## src/rtl/sram_arbiter_if.sv

```systemverilog
// Bus between sram_arbiter, its two requesters (CPU and program loader) and the
// external SRAM pins / tristate buffer.
interface sram_arbiter_if;
  logic        cpu_req;
  logic        cpu_we;
  logic [19:0] cpu_addr;
  logic [15:0] cpu_wdata;
  logic [15:0] cpu_rdata;
  logic        cpu_ack;

  logic        ld_req;
  logic        ld_we;
  logic [19:0] ld_addr;
  logic [15:0] ld_wdata;
  logic [15:0] ld_rdata;
  logic        ld_ack;

  logic        CE;
  logic        UB;
  logic        LB;
  logic        OE;
  logic        WE;
  logic [19:0] ADDR;
  logic [15:0] Data_to_SRAM;
  logic [15:0] Data_from_SRAM;
  logic        tristate_oe;
  logic        busy;
  logic [1:0]  gnt;

  // Arbiter side
  modport slave (
    input  cpu_req, cpu_we, cpu_addr, cpu_wdata,
    input  ld_req, ld_we, ld_addr, ld_wdata,
    input  Data_from_SRAM,
    output cpu_rdata, cpu_ack, ld_rdata, ld_ack,
    output CE, UB, LB, OE, WE, ADDR, Data_to_SRAM, tristate_oe, busy, gnt
  );

  // Requester / SRAM side
  modport master (
    output cpu_req, cpu_we, cpu_addr, cpu_wdata,
    output ld_req, ld_we, ld_addr, ld_wdata,
    output Data_from_SRAM,
    input  cpu_rdata, cpu_ack, ld_rdata, ld_ack,
    input  CE, UB, LB, OE, WE, ADDR, Data_to_SRAM, tristate_oe, busy, gnt
  );
endinterface

```

## src/rtl/sram_arbiter.sv

```systemverilog
// Round-robin arbiter and fixed-length access sequencer for the shared external
// SRAM; every output is a register, so no requester input reaches the SRAM pins.
module sram_arbiter #(
  parameter int unsigned WAIT_CYCLES = 2
) (
  input logic           Clk,
  input logic           Reset,
  sram_arbiter_if.slave bus
);

  typedef enum logic [1:0] {IDLE, ACCESS, DONE} state_t;

  state_t     state;
  logic       last;
  logic       owner;
  logic       we_lat;
  logic [3:0] cnt;
  logic       pick_ld;

  // On a tie the port that was not served last wins; last = 1 means loader.
  always_comb begin
    pick_ld = bus.ld_req;
    if (bus.cpu_req && bus.ld_req) begin
      pick_ld = ~last;
    end
  end

  always_ff @(posedge Clk) begin
    if (!Reset) begin
      state            <= IDLE;
      last             <= 1'b1;
      owner            <= 1'b0;
      we_lat           <= 1'b0;
      cnt              <= 4'd0;
      bus.CE           <= 1'b1;
      bus.UB           <= 1'b1;
      bus.LB           <= 1'b1;
      bus.OE           <= 1'b1;
      bus.WE           <= 1'b1;
      bus.ADDR         <= 20'd0;
      bus.Data_to_SRAM <= 16'd0;
      bus.tristate_oe  <= 1'b0;
      bus.busy         <= 1'b0;
      bus.gnt          <= 2'b00;
      bus.cpu_ack      <= 1'b0;
      bus.ld_ack       <= 1'b0;
      bus.cpu_rdata    <= 16'd0;
      bus.ld_rdata     <= 16'd0;
    end else begin
      bus.cpu_ack <= 1'b0;
      bus.ld_ack  <= 1'b0;
      case (state)
        IDLE: begin
          if (bus.cpu_req || bus.ld_req) begin
            owner            <= pick_ld;
            bus.gnt          <= pick_ld ? 2'b10 : 2'b01;
            we_lat           <= pick_ld ? bus.ld_we : bus.cpu_we;
            bus.ADDR         <= pick_ld ? bus.ld_addr : bus.cpu_addr;
            bus.Data_to_SRAM <= pick_ld ? bus.ld_wdata : bus.cpu_wdata;
            bus.OE           <= pick_ld ? bus.ld_we : bus.cpu_we;
            bus.WE           <= pick_ld ? ~bus.ld_we : ~bus.cpu_we;
            bus.tristate_oe  <= pick_ld ? bus.ld_we : bus.cpu_we;
            bus.CE           <= 1'b0;
            bus.UB           <= 1'b0;
            bus.LB           <= 1'b0;
            bus.busy         <= 1'b1;
            cnt              <= 4'(WAIT_CYCLES - 1);
            state            <= ACCESS;
          end
        end
        ACCESS: begin
          if (cnt == 4'd0) begin
            if (!we_lat) begin
              if (owner) begin
                bus.ld_rdata <= bus.Data_from_SRAM;
              end else begin
                bus.cpu_rdata <= bus.Data_from_SRAM;
              end
            end
            bus.OE <= 1'b1;
            bus.WE <= 1'b1;
            if (owner) begin
              bus.ld_ack <= 1'b1;
            end else begin
              bus.cpu_ack <= 1'b1;
            end
            state <= DONE;
          end else begin
            cnt <= cnt - 4'd1;
          end
        end
        DONE: begin
          // Address, data and bus drive were held through this cycle for write hold time.
          bus.CE          <= 1'b1;
          bus.UB          <= 1'b1;
          bus.LB          <= 1'b1;
          bus.tristate_oe <= 1'b0;
          bus.busy        <= 1'b0;
          bus.gnt         <= 2'b00;
          last            <= owner;
          state           <= IDLE;
        end
        default: begin
          state <= IDLE;
        end
      endcase
    end
  end

endmodule

```

## src/flat_wrapper.sv

```systemverilog
// flat-port wrapper written by rule: the top's interface ports become plain ports
module sram_arbiter_flat 
#(
  parameter int unsigned WAIT_CYCLES = 2
)
  (Clk, Reset, bus_cpu_req, bus_cpu_we, bus_cpu_addr, bus_cpu_wdata, bus_ld_req, bus_ld_we, bus_ld_addr, bus_ld_wdata, bus_Data_from_SRAM, bus_cpu_rdata, bus_cpu_ack, bus_ld_rdata, bus_ld_ack, bus_CE, bus_UB, bus_LB, bus_OE, bus_WE, bus_ADDR, bus_Data_to_SRAM, bus_tristate_oe, bus_busy, bus_gnt);
  sram_arbiter_if bus_i ();
  input logic Clk;
  input logic Reset;
  input wire logic [$bits(bus_i.cpu_req)-1:0] bus_cpu_req;
  input wire logic [$bits(bus_i.cpu_we)-1:0] bus_cpu_we;
  input wire logic [$bits(bus_i.cpu_addr)-1:0] bus_cpu_addr;
  input wire logic [$bits(bus_i.cpu_wdata)-1:0] bus_cpu_wdata;
  input wire logic [$bits(bus_i.ld_req)-1:0] bus_ld_req;
  input wire logic [$bits(bus_i.ld_we)-1:0] bus_ld_we;
  input wire logic [$bits(bus_i.ld_addr)-1:0] bus_ld_addr;
  input wire logic [$bits(bus_i.ld_wdata)-1:0] bus_ld_wdata;
  input wire logic [$bits(bus_i.Data_from_SRAM)-1:0] bus_Data_from_SRAM;
  output wire logic [$bits(bus_i.cpu_rdata)-1:0] bus_cpu_rdata;
  output wire logic [$bits(bus_i.cpu_ack)-1:0] bus_cpu_ack;
  output wire logic [$bits(bus_i.ld_rdata)-1:0] bus_ld_rdata;
  output wire logic [$bits(bus_i.ld_ack)-1:0] bus_ld_ack;
  output wire logic [$bits(bus_i.CE)-1:0] bus_CE;
  output wire logic [$bits(bus_i.UB)-1:0] bus_UB;
  output wire logic [$bits(bus_i.LB)-1:0] bus_LB;
  output wire logic [$bits(bus_i.OE)-1:0] bus_OE;
  output wire logic [$bits(bus_i.WE)-1:0] bus_WE;
  output wire logic [$bits(bus_i.ADDR)-1:0] bus_ADDR;
  output wire logic [$bits(bus_i.Data_to_SRAM)-1:0] bus_Data_to_SRAM;
  output wire logic [$bits(bus_i.tristate_oe)-1:0] bus_tristate_oe;
  output wire logic [$bits(bus_i.busy)-1:0] bus_busy;
  output wire logic [$bits(bus_i.gnt)-1:0] bus_gnt;
  assign bus_i.cpu_req = bus_cpu_req;
  assign bus_i.cpu_we = bus_cpu_we;
  assign bus_i.cpu_addr = bus_cpu_addr;
  assign bus_i.cpu_wdata = bus_cpu_wdata;
  assign bus_i.ld_req = bus_ld_req;
  assign bus_i.ld_we = bus_ld_we;
  assign bus_i.ld_addr = bus_ld_addr;
  assign bus_i.ld_wdata = bus_ld_wdata;
  assign bus_i.Data_from_SRAM = bus_Data_from_SRAM;
  assign bus_cpu_rdata = bus_i.cpu_rdata;
  assign bus_cpu_ack = bus_i.cpu_ack;
  assign bus_ld_rdata = bus_i.ld_rdata;
  assign bus_ld_ack = bus_i.ld_ack;
  assign bus_CE = bus_i.CE;
  assign bus_UB = bus_i.UB;
  assign bus_LB = bus_i.LB;
  assign bus_OE = bus_i.OE;
  assign bus_WE = bus_i.WE;
  assign bus_ADDR = bus_i.ADDR;
  assign bus_Data_to_SRAM = bus_i.Data_to_SRAM;
  assign bus_tristate_oe = bus_i.tristate_oe;
  assign bus_busy = bus_i.busy;
  assign bus_gnt = bus_i.gnt;
  sram_arbiter #(.WAIT_CYCLES(WAIT_CYCLES)) u_core (.Clk(Clk), .Reset(Reset), .bus(bus_i));
endmodule
```

## config.mk

```make
export PLATFORM = sky130hd
export DESIGN_NAME = sram_arbiter_flat
export DESIGN_NICKNAME = d
export VERILOG_FILES = /design/src/rtl/sram_arbiter_if.sv /design/src/rtl/sram_arbiter.sv /design/src/flat_wrapper.sv
export SDC_FILE = /design/constraint.sdc
export NUM_CORES = 1
export LEC_CHECK = 0
export ABC_CLOCK_PERIOD_IN_PS = 1900
export BUFFER_PORTS_ARGS = -buffer_cell sky130_fd_sc_hd__buf_2
export CORE_MARGIN = 1
export CORE_UTILIZATION = 46
export DETAILED_ROUTE_END_ITERATION = 7
export PLACE_DENSITY = 0.79
export SLEW_MARGIN = 20
export SYNTH_ARGS = -nofsm -noshare
export SYNTH_HDL_FRONTEND = slang
export SYNTH_SLANG_ARGS = --single-unit
```

## constraint.sdc

```tcl
create_clock -name Clk -period 1.9 [get_ports Clk]
set_input_delay 0 -clock Clk [delete_from_list [all_inputs] [get_ports Clk]]
set_output_delay 0 -clock Clk [all_outputs]
set_load 0.01 [all_outputs]
```

Word-level counts from Yosys, hierarchy flattened --
Index checks and enable logic that the tools add are counted.
Word-level totals: bits in registers 86, bits of input ports 94, output and inout bits 79, logic and storage cells 68
Cells by class: add/subtract/negate cells 1, equality and inequality tests 5, muxes and demuxes 26, bitwise logic cells 5, reductions and logical operators 14
Operators by type and width (count):
- 20-bit 2-to-1 mux | 1
- 16-bit 2-to-1 mux | 1
- 1-bit 2-to-1 mux | 10
- 1-bit case mux with 2 select lines | 5
- 3-bit AND reduction | 3
- 2-bit 2-to-1 mux | 4
- 4-bit 2-to-1 mux | 2
- 2-bit case mux with 2 select lines | 2
- 4-bit case mux with 2 select lines | 1
- 4-bit AND reduction | 2
- 2-bit AND reduction | 3
- 1-bit inverter | 5
- 4-bit logical NOT | 1
- 2-bit by 1-bit != test with 1-bit output (second input constant) | 2
- 2-bit nonzero test | 2
- 4-bit by 1-bit subtractor with 4-bit output (second input constant) | 1
- 2-bit by 1-bit equality test with 1-bit output (second input constant) | 1
- 2-bit equality test (second input constant) | 1
- 2-bit logical NOT | 1
- 2-bit != test (second input constant) | 1
- 1-bit logical AND | 1
- 1-bit logical OR | 1

Longest topological paths before layout --
Gate-level depths: netlist of run 1.
depth after elaboration 5, depth in mapped cells 7, mapped depth without buffers 5

Least setup slack after synthesis of run 1 --
OpenSTA, ideal clock, no wires.
kind reg-to-reg, start register u_core.cnt[0], end register u_core.bus.cpu_rdata[2], library setup time 0.132 ns, arrival time 1.422 ns, required time 1.768 ns, setup slack 0.346 ns, stages on the path, launching flop included 8, path buffers 2, period minus slack after synthesis 1.554 ns, path through dfxtp_1 > inv_1 > ha_1 > or3b_1 > buf_2 > clkbuf_1 > o21ai_0 > a21oi_1
Between the ends: cells in the longest elaborated chain, start to end 2
RTL lines:
- start, declared | RTL line sram_arbiter.sv:17 | logic [3:0] cnt;
- start signal, assigned | RTL line sram_arbiter.sv:67 | cnt <= 4'(WAIT_CYCLES - 1);
- start signal, assigned | RTL line sram_arbiter.sv:89 | cnt <= cnt - 4'd1;
- 4-bit logical NOT | RTL line sram_arbiter.sv:72 | if (cnt == 4'd0) begin
- 4-bit AND reduction (no line)
- end signal, assigned | RTL line sram_arbiter.sv:77 | bus.cpu_rdata <= bus.Data_from_SRAM;
- end, declared | RTL line sram_arbiter_if.sv:35 | output cpu_rdata, cpu_ack, ld_rdata, ld_ack,
Every way passes these cells. A chain may end at the register's enable or synchronous reset.

Worst setup path in the final report of run 1 --
start register u_core.state[1], end register u_core.bus.ADDR[1]
Between the ends: cells in the longest elaborated chain, start to end 2
RTL lines:
- start, declared | RTL line sram_arbiter.sv:13 | state_t state;
- start signal, assigned | RTL line sram_arbiter.sv:30 | state <= IDLE;
- start signal, assigned | RTL line sram_arbiter.sv:68 | state <= ACCESS;
- start signal, assigned | RTL line sram_arbiter.sv:87 | state <= DONE;
- 2-bit logical NOT | RTL line sram_arbiter.sv:52 | case (state)
- 2-bit AND reduction (no line)
- end signal, assigned | RTL line sram_arbiter.sv:58 | bus.ADDR <= pick_ld ? bus.ld_addr : bus.cpu_addr;
- end, declared | RTL line sram_arbiter_if.sv:36 | output CE, UB, LB, OE, WE, ADDR, Data_to_SRAM, tristate_oe, busy, gnt
Every way passes these cells.

==> results.json, run 1 <==
{
  "outcome": "finished clean",
  "finalSetupTns_ps": 0,
  "seqPwrFrac_pct": 42.9,
  "hold_violations": 0,
  "max_cap_viol_count": 0,
  "p_leak_nw": 2.41,
  "die_x_um": 91.5,
  "p_clk_share_pct": 32.7,
  "nets": 734,
  "p_int_mw": 3.33,
  "ant_nets": 0,
  "gr-total-overflow": 0,
  "clkTransAtPathRegs_ps": 110,
  "first_iter_violations": 333,
  "clk_path_buf_depth": 2,
  "power.density_mw_per_mm2": 862,
  "syn_avg_cell_area_um2": 8.91,
  "ys_warn_count": 0,
  "core_area_mm2": 0.00773,
  "whs_endpoint": "u_core.bus.Data_to_SRAM[3]$_SDFFE_PN0P_",
  "boundaryPins": 173,
  "switching_share_pct": 30.5,
  "skew_ps": 24.1,
  "combPwrFrac_pct": 24.4,
  "port_buffers": 172,
  "synthToLayoutAreaGrowth_pct": 50.8,
  "worstPathCellList": "nor2_4, buf_4, nand4_1, a31oi_1",
  "synth.distinct_cells": 49,
  "antenna_found_initial": 0,
  "cts_tree": "built",
  "grt_max_degree": 36,
  "mostFrequentLayoutCells": "172 x buf_2, 86 x dfxtp_1, 77 x dlygate4sd3_1",
  "worst-endpoint-required_ps": 2150,
  "synth_nets": 510,
  "clock_sinks": 86,
  "num_rows": 32,
  "seq_area_frac_synth_pct": 46.7,
  "rr_startpoint": "u_core.state[1]$_SDFFE_PN0P_",
  "max_freq_ghz": 0.570,
  "min_path_type": "in -> reg",
  "setup_violations": 0,
  "cp_num_buf_inv": 1,
  "critical-path-max-stage-delay_ps": 420,
  "layout_commonest_cell": "buf_2",
  "critical_path.top_delay_family": "simple AND/OR/NAND/NOR gates",
  "slowest_stage": "dfxtp_1",
  "via_count": 4462,
  "start_util_pct": 47.7,
  "ff2ff_path_depth": 4,
  "min_path_cells": 3,
  "ys_ff_latch": 86,
  "routabilityCongestion": 0.839,
  "firstDrtPassIters": 5,
  "crit_start": "u_core.state[1]$_SDFFE_PN0P_",
  "wirelength_mm": 13.3,
  "netlist_area_mm2": 0.00369,
  "irDropWorstVdd_v": 0.000527,
  "worstMarginPinSlew_ps": 699,
  "post-route-min-period_ps": 1750,
  "slew_headroom_pct": 53.4,
  "async_reset_ff_share_pct": 0,
  "drc": 0,
  "path_max_fanout": 32,
  "dieArea_mm2": 0.00838,
  "period_share_pct": 92.3,
  "path_class": "reg -> reg",
  "r2r_slack_ps": 150,
  "total_power_mw": 4.79,
  "h-tree-depth": 3,
  "cts_buffers": 9,
  "grt_pass1_vias": 4263,
  "synth_ff_type": "dfxtp_1",
  "grt.total_usage_pct": 31.4,
  "hpwl_mm": 7.21,
  "critPathArrivalTime_ps": 2010,
  "p_switching_mw": 1.46,
  "synth_edf_count": 0,
  "die_h_um": 91.5,
  "final-max-slew-violation-count": 0,
  "drive_above_1_share_pct": 33.4,
  "n_antenna_cell": 0,
  "via_per_inst": 5.99,
  "clkLatencyLatePin_ps": 360,
  "syn_inst": 414,
  "worstSetupEndpointType": "flop",
  "grt_pass1_wl_mm": 20.9,
  "critPathLaunchType": "flop",
  "r2r-end": "u_core.bus.ADDR[1]$_SDFFE_PN0P_",
  "hp-start": "bus_ld_wdata[3]",
  "cts_root_buffer": "clkbuf_8",
  "routedWlPerCell_um": 17.9,
  "rsz0062_at_grt": "false"
}
==> timing repair <==
action                    4_1_cts  5_1_grt
gates resized for setup         0        0
hold endpoints to repair       68        0
hold buffers                   77        0
buffers inserted                0        0
==> how the worst max path moves through the flow <==
stage                                                       to  slack, ps  cells past startpoint
after floorplan           u_core.bus.cpu_rdata[2]$_SDFFE_PN0P_        350                      7
after global placement        u_core.bus.ADDR[13]$_SDFFE_PN0P_        320                      3
after detailed placement   u_core.bus.ld_rdata[0]$_SDFFE_PN0P_        240                      6
after CTS                         u_core.bus.ld_ack$_SDFF_PN0_        220                      6
after global routing           u_core.bus.ADDR[1]$_SDFFE_PN0P_         20                      4
final                          u_core.bus.ADDR[1]$_SDFFE_PN0P_        150                      4
==> through the flow <==
stage | util (%) | area [um^2] | setup slack [ps] | cells | hold slack (ps)
3_3_place_gp | 58.8 | 4540 | 323 | 652 | 222
3_5_place_dp | 58.8 | 4540 | 242 | 652 | 225
2_1_floorplan | - | 3690 | 346 | 414 | 138
5_1_grt | 71.9 | 5560 | 19.3 | 745 | 19.5
4_1_cts | 71.9 | 5560 | 223 | 745 | 1.34
6_report | 71.9 | 5560 | 146 | 745 | 15.3
==> power by group through the flow <==
stage	registers (mW)	clock network, mW	logic [mW]
floorplan	2.14	0	0.596
global placement	2.08	0	0.972
detailed placement	2.09	0	0.991
CTS	2.05	1.56	1.12
global route	2.07	1.66	1.25
finish	2.06	1.57	1.17
==> layout make-up <==
| type | instances | area, um^2 |
|---|---|---|
| Tap cell | 102 | 128 |
| Clock buffer | 9 | 124 |
| Multi-Input combinational cell | 273 | 1710 |
| Timing Repair Buffer | 264 | 1740 |
| Clock inverter | 7 | 121 |
| Sequential cell | 86 | 1720 |
| Fill cell | 564 | 2170 |
| Inverter | 4 | 15.0 |
==> routing by layer <==
metal / routed length [um] / track usage (%) / part of all wire (%)
met4: 862 / 22.9 / 6.5
met3: 911 / 6.70 / 6.8
met1: 5000 / 36.5 / 37
met2: 6570 / 51.0 / 49
met5: 0 / 0 / 0
==> cells by family after synthesis <==
kind of cell | share of synthesized area [%]
AOI/OAI and AO/OA | 24.2
and+or+nand+nor | 20.3
DFF | 46.7
buffers and inverters | 7.57
muxes | 0.543
adders and majority gates | 0.679
==> worst reg2reg max path, cell delays in order (launching register included) <==
cell,delay (ps)
dfxtp_1,420
nor2_4,360
buf_4,390
nand4_1,180
a31oi_1,320
==> flip-flops by register name, indices dropped and copies added (netlist names) <==
signal	flops
u_core.state	2
u_core.bus.cpu_rdata	16
u_core.bus.ld_rdata	16
u_core.cnt	4
u_core.bus.ADDR	20
u_core.bus.gnt	2
u_core.bus.busy	1
u_core.bus.CE	1
u_core.bus.OE	1
u_core.bus.ld_ack	1
u_core.owner	1
u_core.bus.tristate_oe	1
u_core.bus.Data_to_SRAM	16
u_core.bus.cpu_ack	1
u_core.we_lat	1
u_core.bus.WE	1
u_core.last	1
==> cell usage after synthesis, types with 2 or more instances <==
master	count	area, um^2
inv_1	3	11.3
o21ai_0	48	240
mux2i_1	2	20.0
o21ai_1	9	45.0
nand4_1	22	138
nand3_1	57	285
nor3_1	2	10.0
a31oi_1	22	138
nand2b_1	4	25.0
nand2_1	2	7.51
dfxtp_1	86	1720
and2_1	2	12.5
o21ai_2	2	17.5
buf_6	3	33.8
clkbuf_1	21	78.8
or4_1	2	15.0
and4_1	15	131
a21oi_1	38	190
nor2_1	4	15.0
buf_4	7	52.6
o22ai_1	2	12.5
ha_1	2	25.0
buf_2	18	90.1
or3_1	2	12.5
o211ai_1	2	15.0
a221o_1	14	140
(Power assumes the default switching activity.)
==> run 2: changes to the inputs <==
--- a/config.mk
+++ b/config.mk
@@ -10,7 +10,8 @@
 export CORE_MARGIN = 1
 export CORE_UTILIZATION = 46
 export DETAILED_ROUTE_END_ITERATION = 7
-export PLACE_DENSITY = 0.79
+export PLACE_DENSITY = 0.83
+export REMOVE_ABC_BUFFERS = 1
 export SLEW_MARGIN = 20
 export SYNTH_ARGS = -nofsm -noshare
 export SYNTH_HDL_FRONTEND = slang
==> run 2 against run 1 <==
Register-to-register slack better by 40 ps. Combinational power up 3%. Cell area up 1.2%. Count of clock-buffer cells in the layout unchanged. Critical path depth up 2. Clock power down 18%. Largest power group unchanged.
==> results.json, run 2 (synthesized netlist as in run 1, its figures left out) <==
{
  "wirelength_mm": 13.7,
  "start_util_pct": 47.7,
  "post-route-min-period_ps": 1720,
  "max_freq_ghz": 0.582,
  "critPathArrivalTime_ps": 2000,
  "worst-endpoint-required_ps": 2180,
  "p_leak_nw": 2.43,
  "final-max-slew-violation-count": 0,
  "path_max_fanout": 32,
  "regMostFlops": "u_core.bus.ADDR",
  "pre_cts_ws_ps": 214,
  "gr-total-overflow": 0,
  "synthToLayoutAreaGrowth_pct": 52.6,
  "cts_tree": "built",
  "h-tree-depth": 3,
  "outcome": "finished clean",
  "dp_cells": 653,
  "r2r_slack_ps": 180,
  "grt.total_usage_pct": 32.3,
  "first_iter_violations": 377,
  "num_rows": 32,
  "core_area_mm2": 0.00773,
  "rr_startpoint": "u_core.cnt[0]$_SDFFE_PN0P_",
  "worstSetupEndpointType": "flop",
  "dieArea_mm2": 0.00838,
  "power.density_mw_per_mm2": 809,
  "period_share_pct": 90.4,
  "r2r-end": "u_core.bus.ld_rdata[7]$_SDFFE_PN0P_",
  "critPathLaunchType": "flop",
  "cts_buffers": 9,
  "antenna_found_initial": 0,
  "ff2ff_path_depth": 6,
  "post-cts-setup-buffer-count": 0,
  "min_path_cells": 3,
  "hpwl_mm": 7.42,
  "stdcell_count": 754,
  "mostFrequentLayoutCells": "172 x buf_2, 86 x dfxtp_1, 85 x dlygate4sd3_1",
  "worstPathCellList": "inv_1, ha_1, nor3b_2, buf_4, nand3_1, a21oi_1",
  "clk_path_buf_depth": 2,
  "port_buffers": 172,
  "hold_violations": 0,
  "via_per_inst": 5.99,
  "skew_ps": 9.27,
  "firstDrtPassIters": 5,
  "slew_headroom_pct": 56.6,
  "routedWlPerCell_um": 18.2,
  "design_area_mm2": 0.00563,
  "fill_cells": 553,
  "clkTransAtPathRegs_ps": 80,
  "setup_violations": 0,
  "setup_slack_ps": 182,
  "clkLatencyLatePin_ps": 350,
  "via_count": 4515,
  "worstMarginPinSlew_ps": 651,
  "rsz0062_at_grt": "false",
  "whs_endpoint": "u_core.bus.Data_to_SRAM[13]$_SDFFE_PN0P_",
  "die_x_um": 91.5,
  "total_power_mw": 4.55,
  "critical-path-max-stage-delay_ps": 380,
  "cts_root_buffer": "clkbuf_8",
  "grt_max_degree": 41,
  "cts_resized": 0,
  "grt_pass1_wl_mm": 21.3,
  "ant_nets": 0,
  "largest_register_ffs": 20,
  "routabilityCongestion": 0.824,
  "hp-start": "bus_ld_wdata[13]",
  "clock_sinks": 86,
  "die_h_um": 91.5,
  "max_cap_viol_count": 0,
  "place_area_mm2": 0.00458,
  "path_class": "reg -> reg",
  "drc": 0,
  "boundaryPins": 173,
  "grt_pass1_vias": 4212,
  "layout_commonest_cell": "buf_2",
  "min_path_type": "in -> reg",
  "nets": 743,
  "n_antenna_cell": 0,
  "irDropWorstVdd_v": 0.000444,
  "final_core_util_pct": 72.8,
  "slowest_stage": "buf_4",
  "drive_above_1_share_pct": 33.1
}
==> run 2: cell types whose count changed in the layout (fill, tap and decap cells not counted) <==
cell and delta:
clkinvlp_4 +1, buf_4 -1, inv_8 -1, clkinv_4 +2, dlygate4sd3_1 +8, bufinv_16 -2
buf_12 +2
==> run 2: worst max-delay path: cells and delay by family, from the launching register on <==
kind / cells / cell delay (ps)
compound gates: 1 / 160
fa+ha+maj: 1 / 180
buf+inv: 2 / 490
flops: 1 / 330
simple gates: 2 / 490
==> run 2: area by class of cell <==
class	count	area, um^2	area share, %
inverter	4	15.0	0.267
timing repair buffer	273	1860	33.0
sequential	86	1720	30.6
clock inverter	7	75.1	1.33
tap	102	128	2.27
clock buffer	9	124	2.20
multi-input combinational	273	1710	30.3
==> run 2: per-layer routing <==
| layer | global-route usage [%] | wire length (um) | share of wire (%) |
|---|---|---|---|
| met3 | 9.05 | 1380 | 10 |
| met1 | 38.5 | 5340 | 39 |
| met4 | 16.9 | 575 | 4.2 |
| met5 | 0 | 0 | 0 |
| met2 | 52.8 | 6420 | 47 |
==> run 2: per-stage QoR <==
stage                     setup TNS, ps  hold WS [ps]
after floorplan                  -83830          61.9
after global placement                0           217
after detailed placement              0           225
after CTS                             0          1.19
after global routing                  0          26.6
final                                 0          44.3
==> run 2: timing repair <==
action | CTS | global route
hold buffers | 85 | 0
endpoints found under the hold margin | 72 | 0
setup endpoints to repair | 0 | 0
==> run 2: how the worst max path moves through the flow <==
stage,startpoint,endpoint,slack (ps),cells past startpoint
final,u_core.cnt[0]$_SDFFE_PN0P_,u_core.bus.ld_rdata[7]$_SDFFE_PN0P_,180,6
after global routing,u_core.cnt[0]$_SDFFE_PN0P_,u_core.bus.cpu_rdata[5]$_SDFFE_PN0P_,60,6
after CTS,u_core.cnt[0]$_SDFFE_PN0P_,u_core.bus.ld_rdata[7]$_SDFFE_PN0P_,200,6
after detailed placement,u_core.cnt[0]$_SDFFE_PN0P_,u_core.bus.OE$_SDFFE_PN1P_,210,6
after global placement,u_core.cnt[0]$_SDFFE_PN0P_,u_core.bus.OE$_SDFFE_PN1P_,310,6
after floorplan,u_core.state[1]$_SDFFE_PN0P_,u_core.bus.ADDR[10]$_SDFFE_PN0P_,-1340,3
==> run 2: power breakdown <==
part           switching, mW  total, mW  internal [mW]  leakage [nW]
combinational          0.686       1.21          0.523          1.63
sequential             0.110       2.07           1.96         0.704
clock                  0.667       1.28          0.609        0.0914
total                   1.46       4.55           3.09          2.43
==> run 3: changes to the inputs <==
--- a/config.mk
+++ b/config.mk
@@ -7,9 +7,12 @@
 export LEC_CHECK = 0
 export ABC_CLOCK_PERIOD_IN_PS = 1900
 export BUFFER_PORTS_ARGS = -buffer_cell sky130_fd_sc_hd__buf_2
+export CELL_PAD_IN_SITES_DETAIL_PLACEMENT = 0
+export CELL_PAD_IN_SITES_GLOBAL_PLACEMENT = 1
 export CORE_MARGIN = 1
-export CORE_UTILIZATION = 46
+export CORE_UTILIZATION = 33
 export DETAILED_ROUTE_END_ITERATION = 7
+export GPL_ROUTABILITY_DRIVEN = 0
 export PLACE_DENSITY = 0.83
 export REMOVE_ABC_BUFFERS = 1
 export SLEW_MARGIN = 20
==> run 3 against run 2 <==
Count of clock-buffer cells in the layout up 2. Combinational power about the same. Non-clock buffer count up 2. Largest cell class unchanged.
==> results.json, run 3 (synthesized netlist as in run 1, its figures left out) <==
{
  "antenna_found_initial": 0,
  "max_cap_viol_count": 0,
  "grt.total_usage_pct": 21.4,
  "dieArea_mm2": 0.0116,
  "multi_input_area_mm2": 0.00171,
  "setup_violations": 0,
  "boundaryPins": 173,
  "min_path_type": "in -> reg",
  "grt_pass1_wl_mm": 19.8,
  "rsz0062_at_grt": "false",
  "first_iter_violations": 303,
  "clkTransAtPathRegs_ps": 80,
  "place_area_mm2": 0.00463,
  "hold_violations": 0,
  "hpwl_mm": 7.77,
  "core_area_mm2": 0.0108,
  "routedWlPerCell_um": 15.9,
  "final-max-slew-violation-count": 0,
  "clk_path_buf_depth": 2,
  "synthToLayoutAreaGrowth_pct": 53.0,
  "gr-total-overflow": 0,
  "clock_sinks": 86,
  "die_x_um": 108,
  "grt_pass1_vias": 4153,
  "final_core_util_pct": 52.0,
  "drc": 0,
  "path_max_fanout": 32,
  "critPathArrivalTime_ps": 1980,
  "ant_nets": 0,
  "skew_ps": 7.93,
  "worstMarginPinSlew_ps": 663,
  "firstDrtPassIters": 5,
  "h-tree-depth": 3,
  "post-cts-setup-buffer-count": 0,
  "seq_area_mm2": 0.00172,
  "worstSetupEndpointType": "flop",
  "cts_root_buffer": "clkbuf_8",
  "irDropWorstVdd_v": 0.000400,
  "die_h_um": 108,
  "via_count": 4345,
  "post-route-min-period_ps": 1700,
  "regMostFlops": "u_core.bus.ADDR",
  "port_buffers": 172,
  "largest_register_ffs": 20,
  "mostFrequentLayoutCells": "172 x buf_2, 86 x dfxtp_1, 85 x dlygate4sd3_1",
  "layout_commonest_cell": "buf_2",
  "cts_buffers": 9,
  "drive_above_1_share_pct": 33.1,
  "fill_cells": 1010,
  "via_per_inst": 5.48,
  "p_leak_nw": 2.43,
  "n_antenna_cell": 0,
  "max_freq_ghz": 0.589,
  "period_share_pct": 89.3,
  "nets": 745,
  "slew_headroom_pct": 55.8,
  "power.density_mw_per_mm2": 775,
  "clkLatencyLatePin_ps": 350,
  "min_path_cells": 3,
  "worst-endpoint-required_ps": 2180,
  "holdWs_ps": 18.4,
  "dp_cells": 693,
  "num_rows": 38,
  "stdcell_count": 793,
  "ff2ff_path_depth": 6,
  "design_area_mm2": 0.00564,
  "critPathLaunchType": "flop",
  "grt_max_degree": 35,
  "total_power_mw": 4.37,
  "outcome": "finished clean",
  "start_util_pct": 34.0,
  "path_class": "reg -> reg",
  "cts_tree": "built",
  "wirelength_mm": 12.6
}
run 3: cell count changes in the layout (fill, tap and decap cells not counted), sizes merged:
cell,previous run,this run
clkinvlp,3,0
buf,188,190
clkbuf,9,11
bufinv,1,0
clkinv,3,4
run 3: what timing repair did:
action | 4_1_cts | 5_1_grt
setup endpoints to repair | 0 | 0
resized for setup | 0 | 0
endpoints found under the hold margin | 68 | 0
hold buffers | 85 | 0
run 3: per-layer routing:
metal / up-vias / share of wire (%) / track usage, %
met5: - / 0 / 0
met1: 2056 / 43 / 26.9
met3: 27 / 8.3 / 5.02
met2: 221 / 47 / 34.5
li1: 2041 / - / -
met4: 0 / 2.2 / 9.49
run 3: where the power goes:
part           switching [mW]  internal (mW)
Combinational           0.662          0.517
Clock                   0.642          0.500
Sequential             0.0929           1.96
Total                    1.40           2.97
run 3: final cells by class:
cell class              instances  area share (%)
clock buffers                  11            2.51
clock inverters                 4           0.421
inverters                       4           0.266
multi-input cells             273            30.2
flip-flops and latches         86            30.5
well taps                     140            3.10
repair buffers                275            33.0
run 3: worst paths after layout:
| kind | from | endpoint | slack (ps) |
|---|---|---|---|
| worst max-delay path | u_core.cnt[0]$_SDFFE_PN0P_ | u_core.bus.ld_rdata[9]$_SDFFE_PN0P_ | 200 |
| worst min register to register | u_core.bus.cpu_rdata[6]$_SDFFE_PN0P_ | u_core.bus.cpu_rdata[6]$_SDFFE_PN0P_ | 470 |
| worst min-delay path | bus_ld_addr[14] | u_core.bus.ADDR[14]$_SDFFE_PN0P_ | 20 |
| worst max register to register | u_core.cnt[0]$_SDFFE_PN0P_ | u_core.bus.ld_rdata[9]$_SDFFE_PN0P_ | 200 |
run 3: worst max-delay path: stages (launching register included):
cell and delay [ps]:
dfxtp_1 320, inv_1 100, ha_1 160, nor3b_2 340, buf_4 390, nand3_1 140
a21oi_1 170
run 3: through the flow:
step | TNS [ps] | setup WS [ps]
after global placement | 0 | 344
after detailed placement | 0 | 200
after global routing | 0 | 44.7
after CTS | 0 | 197
after floorplan | -83830 | -1340
final | 0 | 203
